## src/rtl/mem_bus_ctrl_if.sv

```systemverilog
// Core-side and bus-side signals of the memory bus controller.
// The master modport is the controller's view; slave is the core/device environment.
interface mem_bus_ctrl_if;
  logic [31:0] mem_addr;
  logic [31:0] mem_dout;
  logic        mem_read_en;
  logic        mem_write_en;
  logic [1:0]  mem_width;
  logic [31:0] mem_din;
  logic        mem_ready;
  logic        mem_fault;
  logic [31:0] bus_addr;
  logic [31:0] bus_wdata;
  logic [3:0]  bus_be;
  logic        bus_req;
  logic        bus_we;
  logic        bus_ack;
  logic [31:0] bus_rdata;

  modport master (
    input  mem_addr, mem_dout, mem_read_en, mem_write_en, mem_width,
    input  bus_ack, bus_rdata,
    output mem_din, mem_ready, mem_fault,
    output bus_addr, bus_wdata, bus_be, bus_req, bus_we
  );

  modport slave (
    output mem_addr, mem_dout, mem_read_en, mem_write_en, mem_width,
    output bus_ack, bus_rdata,
    input  mem_din, mem_ready, mem_fault,
    input  bus_addr, bus_wdata, bus_be, bus_req, bus_we
  );
endinterface

```

## src/rtl/mem_bus_ctrl.sv

```systemverilog
// Bridges core byte/half/word loads and stores onto a word-wide req/ack bus.
// Define MEM_BUS_TIMEOUT_EN to fault a WAIT that sees no ack within TIMEOUT_CYCLES.
module mem_bus_ctrl #(
  parameter int unsigned TIMEOUT_CYCLES = 255
) (
  input logic            clk,
  input logic            reset,
  mem_bus_ctrl_if.master bif
);

  typedef enum logic [1:0] {
    IDLE  = 2'd0,
    WAIT  = 2'd1,
    DONE  = 2'd2,
    FAULT = 2'd3
  } state_t;

  state_t     state;
  logic [1:0] width_q;
  logic [1:0] addr_lo_q;

  if (TIMEOUT_CYCLES < 1 || TIMEOUT_CYCLES > 65535) begin : g_timeout_range
    $error("mem_bus_ctrl: TIMEOUT_CYCLES must be within 1..65535");
  end

`ifdef MEM_BUS_TIMEOUT_EN
  localparam logic [16:0] TIMEOUT_LIMIT = 17'(TIMEOUT_CYCLES);
  logic [15:0] wait_cnt;
  logic [16:0] wait_cnt_next;
  assign wait_cnt_next = {1'b0, wait_cnt} + 17'd1;
`endif

  function automatic logic is_illegal(input logic rd, input logic wr,
                                      input logic [1:0] width, input logic [1:0] lo);
    logic bad;
    bad = rd && wr;
    case (width)
      2'd0:    bad = bad;
      2'd1:    bad = bad || lo[0];
      2'd2:    bad = bad || (lo != 2'd0);
      default: bad = 1'b1;
    endcase
    return bad;
  endfunction

  function automatic logic [3:0] lane_be(input logic [1:0] width, input logic [1:0] lo);
    case (width)
      2'd0:    return 4'b0001 << lo;
      2'd1:    return lo[1] ? 4'b1100 : 4'b0011;
      default: return 4'b1111;
    endcase
  endfunction

  function automatic logic [31:0] lane_wdata(input logic [1:0] width, input logic [31:0] d);
    case (width)
      2'd0:    return {4{d[7:0]}};
      2'd1:    return {2{d[15:0]}};
      default: return d;
    endcase
  endfunction

  // Picks the addressed byte/half out of the bus word and zero-extends it
  function automatic logic [31:0] load_extract(input logic [1:0] width, input logic [1:0] lo,
                                               input logic [31:0] rdata);
    logic [7:0] b;
    case (lo)
      2'd0:    b = rdata[7:0];
      2'd1:    b = rdata[15:8];
      2'd2:    b = rdata[23:16];
      default: b = rdata[31:24];
    endcase
    case (width)
      2'd0:    return {24'b0, b};
      2'd1:    return {16'b0, (lo[1] ? rdata[31:16] : rdata[15:0])};
      default: return rdata;
    endcase
  endfunction

  // All outputs are registered and updated on state transitions, so the
  // output set always matches the state currently held.
  always_ff @(posedge clk) begin
    if (reset) begin
      state         <= IDLE;
      width_q       <= 2'd0;
      addr_lo_q     <= 2'd0;
      bif.mem_din   <= 32'd0;
      bif.mem_ready <= 1'b0;
      bif.mem_fault <= 1'b0;
      bif.bus_addr  <= 32'd0;
      bif.bus_wdata <= 32'd0;
      bif.bus_be    <= 4'd0;
      bif.bus_req   <= 1'b0;
      bif.bus_we    <= 1'b0;
`ifdef MEM_BUS_TIMEOUT_EN
      wait_cnt      <= 16'd0;
`endif
    end else begin
      case (state)
        IDLE: begin
          bif.mem_din   <= 32'd0;
          bif.mem_ready <= 1'b0;
          bif.mem_fault <= 1'b0;
          if (bif.mem_read_en || bif.mem_write_en) begin
            if (is_illegal(bif.mem_read_en, bif.mem_write_en, bif.mem_width, bif.mem_addr[1:0])) begin
              state         <= FAULT;
              bif.mem_ready <= 1'b1;
              bif.mem_fault <= 1'b1;
            end else begin
              state         <= WAIT;
              width_q       <= bif.mem_width;
              addr_lo_q     <= bif.mem_addr[1:0];
              bif.bus_addr  <= {bif.mem_addr[31:2], 2'b00};
              bif.bus_we    <= bif.mem_write_en;
              bif.bus_be    <= bif.mem_write_en ? lane_be(bif.mem_width, bif.mem_addr[1:0]) : 4'd0;
              bif.bus_wdata <= bif.mem_write_en ? lane_wdata(bif.mem_width, bif.mem_dout) : 32'd0;
              bif.bus_req   <= 1'b1;
`ifdef MEM_BUS_TIMEOUT_EN
              wait_cnt      <= 16'd0;
`endif
            end
          end
        end
        WAIT: begin
          if (bif.bus_ack) begin
            state         <= DONE;
            bif.mem_ready <= 1'b1;
            bif.mem_din   <= bif.bus_we ? 32'd0 : load_extract(width_q, addr_lo_q, bif.bus_rdata);
            bif.bus_req   <= 1'b0;
            bif.bus_we    <= 1'b0;
            bif.bus_be    <= 4'd0;
            bif.bus_addr  <= 32'd0;
            bif.bus_wdata <= 32'd0;
          end
`ifdef MEM_BUS_TIMEOUT_EN
          // An ack arriving on the expiry cycle is taken by the branch above
          else if (wait_cnt_next == TIMEOUT_LIMIT) begin
            state         <= FAULT;
            bif.mem_ready <= 1'b1;
            bif.mem_fault <= 1'b1;
            bif.mem_din   <= 32'd0;
            bif.bus_req   <= 1'b0;
            bif.bus_we    <= 1'b0;
            bif.bus_be    <= 4'd0;
            bif.bus_addr  <= 32'd0;
            bif.bus_wdata <= 32'd0;
          end else begin
            wait_cnt <= wait_cnt_next[15:0];
          end
`endif
        end
        DONE, FAULT: begin
          state         <= IDLE;
          bif.mem_ready <= 1'b0;
          bif.mem_fault <= 1'b0;
          bif.mem_din   <= 32'd0;
        end
        default: state <= IDLE;
      endcase
    end
  end

endmodule

```

## src/flat_wrapper.sv

```systemverilog
// flat-port wrapper written by rule: the top's interface ports become plain ports
module mem_bus_ctrl_flat 
#(
  parameter int unsigned TIMEOUT_CYCLES = 255
)
  (clk, reset, bif_mem_addr, bif_mem_dout, bif_mem_read_en, bif_mem_write_en, bif_mem_width, bif_bus_ack, bif_bus_rdata, bif_mem_din, bif_mem_ready, bif_mem_fault, bif_bus_addr, bif_bus_wdata, bif_bus_be, bif_bus_req, bif_bus_we);
  mem_bus_ctrl_if bif_i ();
  input logic clk;
  input logic reset;
  input wire logic [$bits(bif_i.mem_addr)-1:0] bif_mem_addr;
  input wire logic [$bits(bif_i.mem_dout)-1:0] bif_mem_dout;
  input wire logic [$bits(bif_i.mem_read_en)-1:0] bif_mem_read_en;
  input wire logic [$bits(bif_i.mem_write_en)-1:0] bif_mem_write_en;
  input wire logic [$bits(bif_i.mem_width)-1:0] bif_mem_width;
  input wire logic [$bits(bif_i.bus_ack)-1:0] bif_bus_ack;
  input wire logic [$bits(bif_i.bus_rdata)-1:0] bif_bus_rdata;
  output wire logic [$bits(bif_i.mem_din)-1:0] bif_mem_din;
  output wire logic [$bits(bif_i.mem_ready)-1:0] bif_mem_ready;
  output wire logic [$bits(bif_i.mem_fault)-1:0] bif_mem_fault;
  output wire logic [$bits(bif_i.bus_addr)-1:0] bif_bus_addr;
  output wire logic [$bits(bif_i.bus_wdata)-1:0] bif_bus_wdata;
  output wire logic [$bits(bif_i.bus_be)-1:0] bif_bus_be;
  output wire logic [$bits(bif_i.bus_req)-1:0] bif_bus_req;
  output wire logic [$bits(bif_i.bus_we)-1:0] bif_bus_we;
  assign bif_i.mem_addr = bif_mem_addr;
  assign bif_i.mem_dout = bif_mem_dout;
  assign bif_i.mem_read_en = bif_mem_read_en;
  assign bif_i.mem_write_en = bif_mem_write_en;
  assign bif_i.mem_width = bif_mem_width;
  assign bif_i.bus_ack = bif_bus_ack;
  assign bif_i.bus_rdata = bif_bus_rdata;
  assign bif_mem_din = bif_i.mem_din;
  assign bif_mem_ready = bif_i.mem_ready;
  assign bif_mem_fault = bif_i.mem_fault;
  assign bif_bus_addr = bif_i.bus_addr;
  assign bif_bus_wdata = bif_i.bus_wdata;
  assign bif_bus_be = bif_i.bus_be;
  assign bif_bus_req = bif_i.bus_req;
  assign bif_bus_we = bif_i.bus_we;
  mem_bus_ctrl #(.TIMEOUT_CYCLES(TIMEOUT_CYCLES)) u_core (.clk(clk), .reset(reset), .bif(bif_i));
endmodule
```

## config.mk

```make
export PLATFORM = sky130hd
export DESIGN_NAME = mem_bus_ctrl_flat
export DESIGN_NICKNAME = d
export VERILOG_FILES = /design/src/rtl/mem_bus_ctrl_if.sv /design/src/rtl/mem_bus_ctrl.sv /design/src/flat_wrapper.sv
export SDC_FILE = /design/constraint.sdc
export NUM_CORES = 1
export LEC_CHECK = 0
export BUFFER_PORTS_ARGS = -buffer_cell sky130_fd_sc_hd__clkbuf_2
export CORE_MARGIN = 10
export CORE_UTILIZATION = 40
export CTS_CLUSTER_SIZE = 14
export DETAILED_ROUTE_END_ITERATION = 6
export GPL_ROUTABILITY_DRIVEN = 0
export PLACE_DENSITY = 0.67
export SYNTH_ARGS = -nofsm -noshare
export SYNTH_HDL_FRONTEND = slang
export SYNTH_SLANG_ARGS = --single-unit
```

## constraint.sdc

```tcl
create_clock -name clk -period 3.3 [get_ports clk]
set_clock_uncertainty 0.05 [all_clocks]
set_input_delay 0.66 -clock clk [delete_from_list [all_inputs] [get_ports clk]]
set_output_delay 0.66 -clock clk [all_outputs]
set_load 0.01 [all_outputs]
```

* Word-level counts from Yosys, hierarchy flattened
Index checks and enable logic that the tools add are counted.
** Cells by class
- Equality and inequality tests :: 11
- Shifts and indexed selects :: 1
- Multiplexer cells :: 42
- Bitwise operators :: 1
- Reductions and logical operators :: 16
** Operators with widths (number)
- one-hot mux 32 bit (2 select lines) :: 5
- two-way mux 32 bit :: 8
- one-hot mux 8 bit (3 select lines) :: 1
- two-way mux 4 bit :: 5
- two-way mux 16 bit :: 1
- one-hot mux 4 bit (2 select lines) :: 2
- two-way mux 1 bit :: 11
- equality test 2 x 1 -> 1 bit, second input constant :: 4
- equality test 2 bit, second input constant :: 4
- logical NOT 2 bit :: 4
- two-way mux 2 bit :: 3
- one-hot mux 1 bit (2 select lines) :: 3
- one-hot mux 1 bit (3 select lines) :: 2
- one-hot mux 2 bit (3 select lines) :: 1
- nonzero test 2 bit :: 3
- inequality test 2 bit, second input constant :: 2
- AND reduction 4 bit :: 1
- left shift 1 x 2 -> 4 bit, first input constant :: 1
- logical OR 1 bit :: 3
- AND reduction 3 bit :: 1
- OR reduction 3 bit :: 1
- inequality test 2 x 1 -> 1 bit, second input constant :: 1
- AND reduction 2 bit :: 1
- OR reduction 2 bit :: 1
- other kinds (2) :: 2
** Storage, ports and cells
- Bits in registers :: 110
- Input port bits :: 103
- Output and inout port bits :: 104
- Word-level logic and storage cells :: 82

* Logic depth before layout (Yosys ltp)
Gate-level depths: netlist of the first run.
- Depth in word-level cells :: 9
- Depth in mapped cells :: 10
- Mapped depth without buffers :: 6

* Worst setup path after synthesis of the first run
Ideal clock, no wire load.
- Path type :: input -> register
- From :: input bif_mem_width[1]
- To :: register u_core.bif.bus_addr[10]
- Library setup time :: 117 ps
- Arrival time :: 2749 ps
- Data required time :: 3133 ps
- Setup slack :: 384 ps
- Stages on the path :: 9
- Path buffers :: 3
- Cell sequence :: clkbuf_1 > inv_1 > ha_1 > o211a_4 > a211o_4 > a21o_1 > buf_6 > buf_6 > a32o_1
** On the way
- Word-level cells in the longest chain between the ends :: 7
- Elaborated cells on any way between the ends :: 9
- Those cells by class :: eq/ne: 3; mux: 4; reduce/logical: 2
** Ends and longest elaborated chain
- start: declaration :: line flat_wrapper.sv:14 : input wire logic [$bits(bif_i.mem_width)-1:0] bif_mem_width;
- equality test 2 bit, or another cell as far along :: line mem_bus_ctrl.sv:37 : case (width)
- one-hot mux 1 bit (3 select lines) (*) :: line mem_bus_ctrl.sv:37
- two-way mux 1 bit (*) :: line mem_bus_ctrl.sv:103 : if (bif.mem_read_en || bif.mem_write_en) begin
- two-way mux 1 bit (*) :: line mem_bus_ctrl.sv:98 : case (state)
- two-way mux 1 bit (*) :: line mem_bus_ctrl.sv:82 : if (reset) begin
- inequality test 2 bit (no line) (*)
- AND reduction 4 bit (no line) (*)
- end signal: assignment :: line mem_bus_ctrl.sv:112 : bif.bus_addr <= {bif.mem_addr[31:2], 2'b00};
- end: declaration :: line mem_bus_ctrl_if.sv:24 : output bus_addr, bus_wdata, bus_be, bus_req, bus_we
Mark *: on every way between the ends. The rest lies on a longest branch, timed or not. The select of a mux whose other input is x is not followed.
A chain may end at the register's enable or synchronous reset.

* Worst setup path in the final report of the first run
- From :: input bif_mem_width[0]
- To :: register u_core.bif.bus_addr[15]
The elaborated chain is that of the path after synthesis.

==> flow_summary.yaml, run 1 <==
run_status:
  status: "finished, final reports clean"
cts:
  cts.reportedPaths.clkPinSlew_ns: 0.07
  cts-root-buf: "clkbuf_16"
  clock_path_buffers: 2
  h-tree-depth: 3
  holdBufCountCts: 0
  numCtsBuffers: 9
  cts_setup_buffers: 0
  post_cts_resized: 0
  worstSkewPairLatency_ns: 0.35
  clock-sinks: 108
  cts_tree: "done"
route:
  wire_per_inst_um: 19.0
  num_vias: 4457
  postRouteAntennaNets: 0
  viasPerCell: 5.54
  wl_mm: 15.2
  drc: 0
  first_iter_violations: 403
  firstDrtPassIters: 5
synthesis:
  syn-cell-area_um2: 4630
  syn_inst: 468
  syn_area_per_cell_um2: 9.88
  yosysWarnings: 0
  synth-seq-area-share_pct: 46.7
  ys_seq_elements: 108
  ys_types: 52
timing:
  slew_viol_final: 0
  slew_headroom_pct: 28.8
  layout_min_cycle_time_ns: 2.75
  fin_crit_sh_pct: 83.4
  hold_viol: 0
  setup-violations-final: 0
  rsz0062_at_grt: "false"
  fmax_mhz: 363
  tightestPinTransition_ns: 1.07
  setup-tns-final_ns: 0
worst_setup_path:
  path_buf_inv: 2
  r2r_start: "u_core.state[0]"
  cpPeakStageDelay_ns: 0.56
  critPathArrivalTime_ns: 2.95
  crit_start: "bif_mem_width[0]"
  slowest_stage: "a21o_2"
  cp.required_ns: 3.49
  crit_path_start_kind: "input pin"
  rr_worst_depth: 4
  critical_path.top_delay_family: "compound AO/OA/AOI/OAI gates"
  crit_cells: 7
  worstSetupPathType: "in -> reg"
  end_kind: "flop"
  path_cells: "clkbuf_2 > inv_1 > ha_1 > o211a_4 > a211o_4 > a21o_2 > a32o_1"
  cp_max_fo: 52
  reg2reg_slack_ns: 1.28
  reg2reg_to: "u_core.bif.bus_addr[15]"
cells_and_area:
  area_growth_pct: 29.9
  nets: 763
  stdcell_count: 804
  antennaDiodeCount: 0
  drive_above_1_share_pct: 40.5
min_path:
  hp-class: "reg -> reg"
  hold_depth: 2
  min_from: "u_core.bif.bus_wdata[28]"
  whs_endpoint: "u_core.bif.bus_wdata[28]"
power:
  leakage_nw: 2.71
  power_density_nw_per_um2: 515
  power_mw: 3.10
  ir_worst_vdd_mv: 0.292
global_route:
  grt_overflow_total: 0
  grt_max_degree: 53
  grt_pass1_wl_mm: 23.9
  antenna_found_initial: 0
  grt_usage_pct: 17.9
  grt_pass1_vias: 4583
die:
  start_util_pct: 40.7
  rows: 39
  dieArea_um2: 16300
  die_w_um: 128
  num_io_pins: 207
  die_h_um: 128
  core_um2: 11400
placed_design:
  post-dp-hpwl_mm: 11.7
  portBuffers: 204
  dp.cells: 788
run:
  drv_cap: 0
routing by layer:
layer,global-route usage (%),part of all wire [%],up-vias
met4,5.83,1.5,0
met2,29.4,48,170
li1,-,-,2140
met1,21.1,42,2127
met5,0,0,-
met3,6.58,8.6,20
synthesized netlist by cell type (all sizes together):
master | n | share of area, %
a31oi | 1 | 0.14
o41ai | 2 | 0.38
buf | 17 | 3.0
or3b | 1 | 0.19
nand4bb | 1 | 0.24
a21oi | 10 | 1.2
o32ai | 12 | 2.3
nor3 | 11 | 1.3
o31ai | 6 | 0.97
a31o | 9 | 1.7
dfxtp | 108 | 47
nor2b | 4 | 0.54
nand2 | 62 | 5.0
o2bb2ai | 1 | 0.19
a21o | 3 | 0.49
nor3b | 2 | 0.43
o211ai | 6 | 0.97
clkbuf | 25 | 2.0
a22oi | 16 | 2.6
a32oi | 7 | 1.3
nand3b | 1 | 0.16
o211a | 1 | 0.38
a211o | 2 | 0.57
or4b | 1 | 0.30
mux2i | 10 | 2.2
a22o | 17 | 3.2
conb | 1 | 0.081
mux2 | 15 | 3.7
o21ai | 17 | 1.8
a221oi | 1 | 0.19
ha | 4 | 1.1
or2 | 1 | 0.14
nor2 | 18 | 1.5
o21a | 1 | 0.16
nand2b | 1 | 0.14
and2 | 2 | 0.27
a2111oi | 1 | 0.60
a32o | 42 | 9.1
inv | 20 | 1.6
and3 | 6 | 0.81
a211oi | 2 | 0.32
sequential cells by signal (all words and copies together), names as in the netlist:
name / count
u_core.bif.bus_wdata: 32
u_core.bif.mem_din: 32
u_core.bif.bus_addr: 30
u_core.bif.bus_be: 4
u_core.addr_lo_q: 2
u_core.state: 2
u_core.width_q: 2
u_core.bif.bus_req: 1
u_core.bif.bus_we: 1
u_core.bif.mem_fault: 1
u_core.bif.mem_ready: 1
logic make-up after synthesis:
kind of cell,Yosys count,synth area share [%]
simple gates,111,11.1
compound gates,157,28.6
flops,108,46.7
other cells,1,0.0811
buf+inv,62,6.65
mux,25,5.82
fa+ha+maj,4,1.08
how the worst max path moves through the flow:
stage	endpoint	slack [ns]
floorplan	u_core.bif.bus_addr[10]	0.38
global placement	u_core.bif.bus_addr[4]	0.28
detailed placement	u_core.bif.bus_addr[15]	0.19
CTS	u_core.bif.bus_addr[15]	0.57
global route	u_core.bif.bus_addr[15]	0.49
finish	u_core.bif.bus_addr[15]	0.55
power breakdown:
| part | leakage, nW | switching, mW | internal [mW] |
|---|---|---|---|
| Sequential | 0.877 | 0.0530 | 1.38 |
| Clock | 0.138 | 0.514 | 0.593 |
| Combinational | 1.69 | 0.331 | 0.226 |
| Total | 2.71 | 0.898 | 2.20 |
worst register-to-register path, delay by kind of cell, from the launching register on:
family	cells	cell delay (ns)
AO/OA/AOI/OAI	3	1.33
flip-flops	1	0.36
AND/OR/NAND/NOR	1	0.22
area by class of cell:
cell class	count	area (um2)
Fill cell	1093	5360
Clock inverter	7	75.1
Timing Repair Buffer	218	1130
Sequential cell	108	2160
Tap cell	143	179
Multi-Input combinational cell	299	2170
Clock buffer	9	225
Inverter	20	75.1
cell usage in the layout, fill, tap and decap left out, drive strengths merged, types with 3 or more instances in the layout:
| cell | n |
|---|---|
| a21o | 3 |
| a21oi | 10 |
| a22o | 17 |
| a22oi | 16 |
| a31o | 9 |
| a32o | 42 |
| a32oi | 7 |
| and3 | 6 |
| buf | 14 |
| clkbuf | 213 |
| clkinvlp | 3 |
| dfxtp | 108 |
| ha | 4 |
| inv | 22 |
| mux2 | 15 |
| mux2i | 10 |
| nand2 | 62 |
| nor2 | 18 |
| nor2b | 4 |
| nor3 | 11 |
| o211ai | 6 |
| o21ai | 17 |
| o31ai | 6 |
| o32ai | 12 |
through the flow:
step / hold slack (ns) / setup WS (ns) / utilization (%) / area [um2]
floorplan: 0.394 / 0.384 / - / 4630
global placement: 0.386 / 0.282 / 50.2 / 5710
global route: 0.433 / 0.491 / 52.9 / 6010
finish: 0.407 / 0.547 / 52.9 / 6010
CTS: 0.408 / 0.566 / 52.9 / 6010
detailed placement: 0.396 / 0.187 / 50.2 / 5710
Power figures use the tool's default switching activity.
==> run 2: changes to the inputs <==
==> constraint.sdc (replaced) <==
create_clock -name clk -period 2.7 [get_ports clk]
set_clock_uncertainty 0.05 [all_clocks]
set_input_delay 0.54 -clock clk [delete_from_list [all_inputs] [get_ports clk]]
set_output_delay 0.54 -clock clk [all_outputs]
set_load 0.01 [all_outputs]
==> flow_summary.yaml, run 2 (synthesized netlist as in run 1, its figures left out) <==
run_status:
  status: "finished, final reports clean"
worst_setup_path:
  crit_start: "bif_mem_width[0]"
  cp.required_ns: 2.89
  worstSetupPathType: "in -> reg"
  end_kind: "flop"
  cp_max_fo: 42
  crit_path_start_kind: "input pin"
  r2r_start: "u_core.state[1]"
  rr_worst_depth: 5
  reg2reg_slack_ns: 0.78
  reg2reg_to: "u_core.bif.bus_wdata[25]"
  critPathArrivalTime_ns: 2.42
  crit_path_end: "u_core.bif.bus_addr[23]"
cts:
  post_cts_resized: 0
  cts_setup_buffers: 0
  cts_tree: "done"
  clock-sinks: 108
  h-tree-depth: 3
  cts.reportedPaths.clkPinSlew_ns: 0.07
  cts-root-buf: "clkbuf_16"
  numCtsBuffers: 9
  clock_path_buffers: 2
  worstSkewPairLatency_ns: 0.35
  holdBufCountCts: 0
placed_design:
  post-dp-hpwl_mm: 11.8
  portBuffers: 204
min_path:
  hp-class: "in -> reg"
cells_and_area:
  nets: 766
  antennaDiodeCount: 0
  drive_above_1_share_pct: 40.8
  layout_commonest_cell: "clkbuf_2"
  final_cell_mix: "clkbuf_2, dfxtp_1, nand2_1"
  n_fill_cell: 1071
  reg_top3: "u_core.bif.bus_wdata (32), u_core.bif.mem_din (32), u_core.bif.bus_addr (30)"
  area_growth_pct: 31.5
route:
  wire_per_inst_um: 18.9
  wl_mm: 15.3
  num_vias: 4468
  firstDrtPassIters: 6
  first_iter_violations: 318
  postRouteAntennaNets: 0
  viasPerCell: 5.54
  drc: 0
timing:
  hold_viol: 0
  setup-tns-final_ns: 0
  setup-violations-final: 0
  slew_headroom_pct: 44.7
  tightestPinTransition_ns: 0.828
  layout_min_cycle_time_ns: 2.23
  rsz0062_at_grt: "false"
  fin_crit_sh_pct: 82.6
  slew_viol_final: 0
  fmax_mhz: 448
die:
  die_w_um: 128
  dieArea_um2: 16300
  rows: 39
  start_util_pct: 40.7
  core_um2: 11400
  num_io_pins: 207
  die_h_um: 128
global_route:
  grt_usage_pct: 18.2
  grt_max_degree: 43
  grt_pass1_vias: 4772
  grt_overflow_total: 0
  grt_pass1_wl_mm: 24.3
  antenna_found_initial: 0
run:
  drv_cap: 0
power:
  ir_worst_vdd_mv: 0.396
  leakage_nw: 2.75
  power_mw: 3.89
  power_density_nw_per_um2: 640
## run 2: worst min-delay path by stage
stage                                          to  cells after the start            startpoint
after detailed placement     u_core.bif.mem_ready                      1  u_core.bif.mem_ready
final                     u_core.bif.bus_addr[17]                      2      bif_mem_addr[17]
after CTS                 u_core.bif.bus_addr[27]                      2      bif_mem_addr[27]
after global routing       u_core.bif.bus_addr[7]                      2       bif_mem_addr[7]
after floorplan               u_core.addr_lo_q[0]                      2   u_core.addr_lo_q[0]
after global placement       u_core.bif.mem_ready                      1  u_core.bif.mem_ready
## run 2: where the power goes
part / total [mW] / switching (mW) / internal, mW / leakage (nW)
Sequential: 1.75 / 0.0614 / 1.69 / 0.877
Combinational: 0.707 / 0.409 / 0.298 / 1.72
Clock: 1.44 / 0.602 / 0.839 / 0.159
## run 2: per-layer routing
metal | vias to the layer above | track usage, % | routed length [um]
li1 | 2145 | - | -
met1 | 2133 | 21.0 | 6250
met2 | 171 | 30.6 | 7350
met3 | 19 | 6.41 | 1430
met4 | 0 | 6.50 | 233
met5 | - | 0 | 0
## run 2: final cells by class
type / instances / area [um2] / area share (%)
Multi-Input combinational cell: 299 / 2170 / 35.6
Sequential cell: 108 / 2160 / 35.5
Timing Repair Buffer: 221 / 1170 / 19.3
Clock buffer: 10 / 239 / 3.93
Tap cell: 143 / 179 / 2.94
Clock inverter: 6 / 86.3 / 1.42
Inverter: 20 / 75.1 / 1.23
## run 2: metrics by stage
step	setup slack, ns	hold slack [ns]	instances	util, %	area (um2)
floorplan	0.0506	0.394	469	-	4630
global placement	0.164	0.384	791	50.6	5760
detailed placement	0.116	0.400	791	50.6	5760
CTS	0.492	0.335	807	53.5	6080
global route	0.410	0.346	807	53.5	6080
finish	0.470	0.351	807	53.5	6080
## run 2: critical path, stage by stage
cell and delay [ns]:
clkbuf_2 0.11, inv_1 0.07, ha_1 0.33, o211a_4 0.28, a211o_4 0.36, a21o_2 0.25, buf_12 0.18, a32o_1 0.27
==> run 3: changes to the inputs <==
--- a/config.mk
+++ b/config.mk
@@ -5,13 +5,14 @@
 export SDC_FILE = /design/constraint.sdc
 export NUM_CORES = 1
 export LEC_CHECK = 0
+export ABC_AREA = 1
 export BUFFER_PORTS_ARGS = -buffer_cell sky130_fd_sc_hd__clkbuf_2
 export CORE_MARGIN = 10
 export CORE_UTILIZATION = 40
 export CTS_CLUSTER_SIZE = 14
 export DETAILED_ROUTE_END_ITERATION = 6
 export GPL_ROUTABILITY_DRIVEN = 0
-export PLACE_DENSITY = 0.67
+export PLACE_DENSITY = 0.65
 export SYNTH_ARGS = -nofsm -noshare
 export SYNTH_HDL_FRONTEND = slang
 export SYNTH_SLANG_ARGS = --single-unit
==> constraint.sdc (replaced) <==
create_clock -name clk -period 2.3 [get_ports clk]
set_clock_uncertainty 0.05 [all_clocks]
set_input_delay 0.46 -clock clk [delete_from_list [all_inputs] [get_ports clk]]
set_output_delay 0.46 -clock clk [all_outputs]
set_load 0.01 [all_outputs]
==> flow_summary.yaml, run 3 <==
min_path:
  hp-class: "in -> reg"
cells_and_area:
  final_cell_mix: "nand2_1, clkbuf_2, nand3_1"
  drive_above_1_share_pct: 26.1
  reg_top3: "u_core.bif.bus_wdata (32), u_core.bif.mem_din (32), u_core.bif.bus_addr (30)"
  stdcell_count: 1136
  area_growth_pct: 28.9
  layout_commonest_cell: "nand2_1"
  antennaDiodeCount: 0
  nets: 1066
global_route:
  gr-usage-met2_pct: 29.7
  use_met3_pct: 5.90
  grt_pass1_wl_mm: 27.6
  grt_overflow_total: 0
  antenna_found_initial: 0
  grt_use_met1_pct: 23.3
  grt-busiest-layer: "met2"
  grt_max_degree: 45
  grt_pass1_vias: 5333
  grt_usage_pct: 18.5
timing:
  tightestPinTransition_ns: 0.605
  rsz0062_at_grt: "false"
  fin_crit_sh_pct: 76.5
  worst_slack_ns: 0.540
  setup-violations-final: 0
  slew_viol_final: 0
  hold_viol: 0
  fmax_mhz: 568
  slew_headroom_pct: 59.6
  layout_min_cycle_time_ns: 1.76
  setup-tns-final_ns: 0
synthesis:
  synth_top_area_share_pct: 42.1
  ys.flop_type: "dfxtp_1"
  synth-seq-area-share_pct: 42.1
  ys_async_sr_fraction_pct: 0
  synthTopCellsByCount: "nand2_1, nand3_1, dfxtp_1"
  synth_area_leaders: "dfxtp_1, nand2_1, nand3_1"
  syn_area_per_cell_um2: 6.62
  ys_types: 26
  yosysWarnings: 0
  ys_seq_elements: 108
  syn-cell-area_um2: 5140
  synth_largest_area_cell: "dfxtp_1"
  synth_enable_flop_cells: 0
  synth_most_common_cell: "nand2_1"
  syn_inst: 776
worst_setup_path:
  critPathArrivalTime_ns: 1.96
  cp.required_ns: 2.50
  worstSetupPathType: "in -> reg"
  end_kind: "flop"
  critical_path.top_delay_family: "simple AND/OR/NAND/NOR gates"
  slowest_stage: "ha_1"
  path_buf_inv: 3
  cp_max_fo: 9
  cpMostUsedCell: "nand2_1"
  cpPeakStageDelay_ns: 0.29
  crit_path_start_kind: "input pin"
  path_cells: "clkbuf_2 > inv_1 > ha_1 > inv_1 > nand2_1 > nand2_1 > nand3_1 > nor2_2 > nand2_1 > nor2_1 > nor2_1"
route:
  firstDrtPassIters: 7
  postRouteAntennaNets: 0
  viasPerCell: 4.85
  wire_per_inst_um: 14.8
  drc: 0
  wl_mm: 16.8
  first_iter_violations: 412
  num_vias: 5509
cts:
  cts_setup_buffers: 0
  holdBufCountCts: 0
  cts.reportedPaths.clkPinSlew_ns: 0.07
  h-tree-depth: 3
  worstSkewPairLatency_ns: 0.35
  clock_path_buffers: 2
  clock-sinks: 108
  post_cts_resized: 0
  cts-root-buf: "clkbuf_16"
  numCtsBuffers: 9
  cts_tree: "done"
run:
  drv_cap: 0
power:
  power_density_nw_per_um2: 758
  leakage_nw: 3.33
  clkPwrFrac_pct: 34.5
  p_sw_mw: 1.60
  switching_share_pct: 31.9
  pwr-share-seq_pct: 41.3
  ir_worst_vdd_mv: 0.405
  p_int_mw: 3.42
  pwr-share-comb_pct: 24.2
placed_design:
  portBuffers: 204
  dp.cells: 1120
  post-dp-hpwl_mm: 12.6
  dpl_worst_slack_ns: 0.153
die:
  dieArea_um2: 17800
  rows: 41
  num_io_pins: 207
  die_h_um: 133
  start_util_pct: 40.7
  core_um2: 12600
  die_w_um: 133
run_status:
  status: "finished, final reports clean"
[run 3: changes by cell type in the layout (fill, tap and decap cells not counted), sizes merged, moves of 12 or more]
cell and change:
mux2 -15, inv +39, a32o -42, o32ai -12
a22oi -15, nand2 +186, nor2 +37, nand3 +116
a22o -17, a21oi +72, o22ai +14
[run 3: worst reg2reg max path, stage by stage (launching register included)]
cell	delay [ns]
dfxtp_1	0.36
inv_1	0.06
nand2_2	0.11
inv_4	0.05
nand2_4	0.07
nand2_2	0.06
nor2_2	0.11
buf_4	0.39
nand3_1	0.13
a21oi_1	0.18
[run 3: through the flow]
stage          cell area, um2  util [%]  hold WS (ns)  power (mW)
2_1_floorplan            5140         -         0.424        2.92
3_3_place_gp             6290      49.8         0.388        3.34
3_5_place_dp             6290      49.8         0.390        3.34
4_1_cts                  6620      52.5         0.283        5.06
5_1_grt                  6620      52.5         0.296        5.29
6_report                 6620      52.5         0.289        5.02
[run 3: per-layer routing]
metal | vias up | share of wire, % | wire length [um]
li1 | 2862 | - | -
met1 | 2452 | 44 | 7420
met2 | 182 | 46 | 7760
met3 | 13 | 8.7 | 1450
met4 | 0 | 0.98 | 165
met5 | - | 0 | 0
[run 3: cells by family (layout without fill, tap and decap cells)]
kind of cell / Yosys count / count (layout) / share of synthesized area, %
buffers and inverters: 116 / 303 / 9.96
AND/OR/NAND/NOR: 429 / 429 / 34.9
AO/OA/AOI/OAI: 118 / 118 / 12.0
flip-flops: 108 / 108 / 42.1
other: 1 / 2 / 0.0730
adder cells (fa/ha/maj): 4 / 4 / 0.974
[run 3: worst paths after layout]
kind	from	to	slack, ns	cells past startpoint
worst max-delay path	bif_mem_width[1]	u_core.width_q[1]	0.54	11
worst min-delay path	bif_bus_rdata[28]	u_core.bif.mem_din[28]	0.29	3
worst max register to register	u_core.state[1]	u_core.bif.bus_wdata[0]	0.66	9
worst min register to register	u_core.bif.mem_din[17]	u_core.bif.mem_din[17]	0.40	2
[run 3: power by group through the flow]
stage | clock network (mW) | registers (mW) | logic [mW]
after floorplan | 0 | 2.16 | 0.758
after global placement | 0 | 2.11 | 1.23
after detailed placement | 0 | 2.11 | 1.22
after CTS | 1.76 | 2.07 | 1.23
after global routing | 1.83 | 2.09 | 1.38
final | 1.73 | 2.07 | 1.22
[run 3: area by class of cell]
class,count,area [um2]
clock buffer,10,239
clock inverter,6,93.8
fill,1364,6000
inverter,61,231
multi-input combinational,553,2470
sequential,108,2160
tap,172,215
timing repair buffer,226,1210
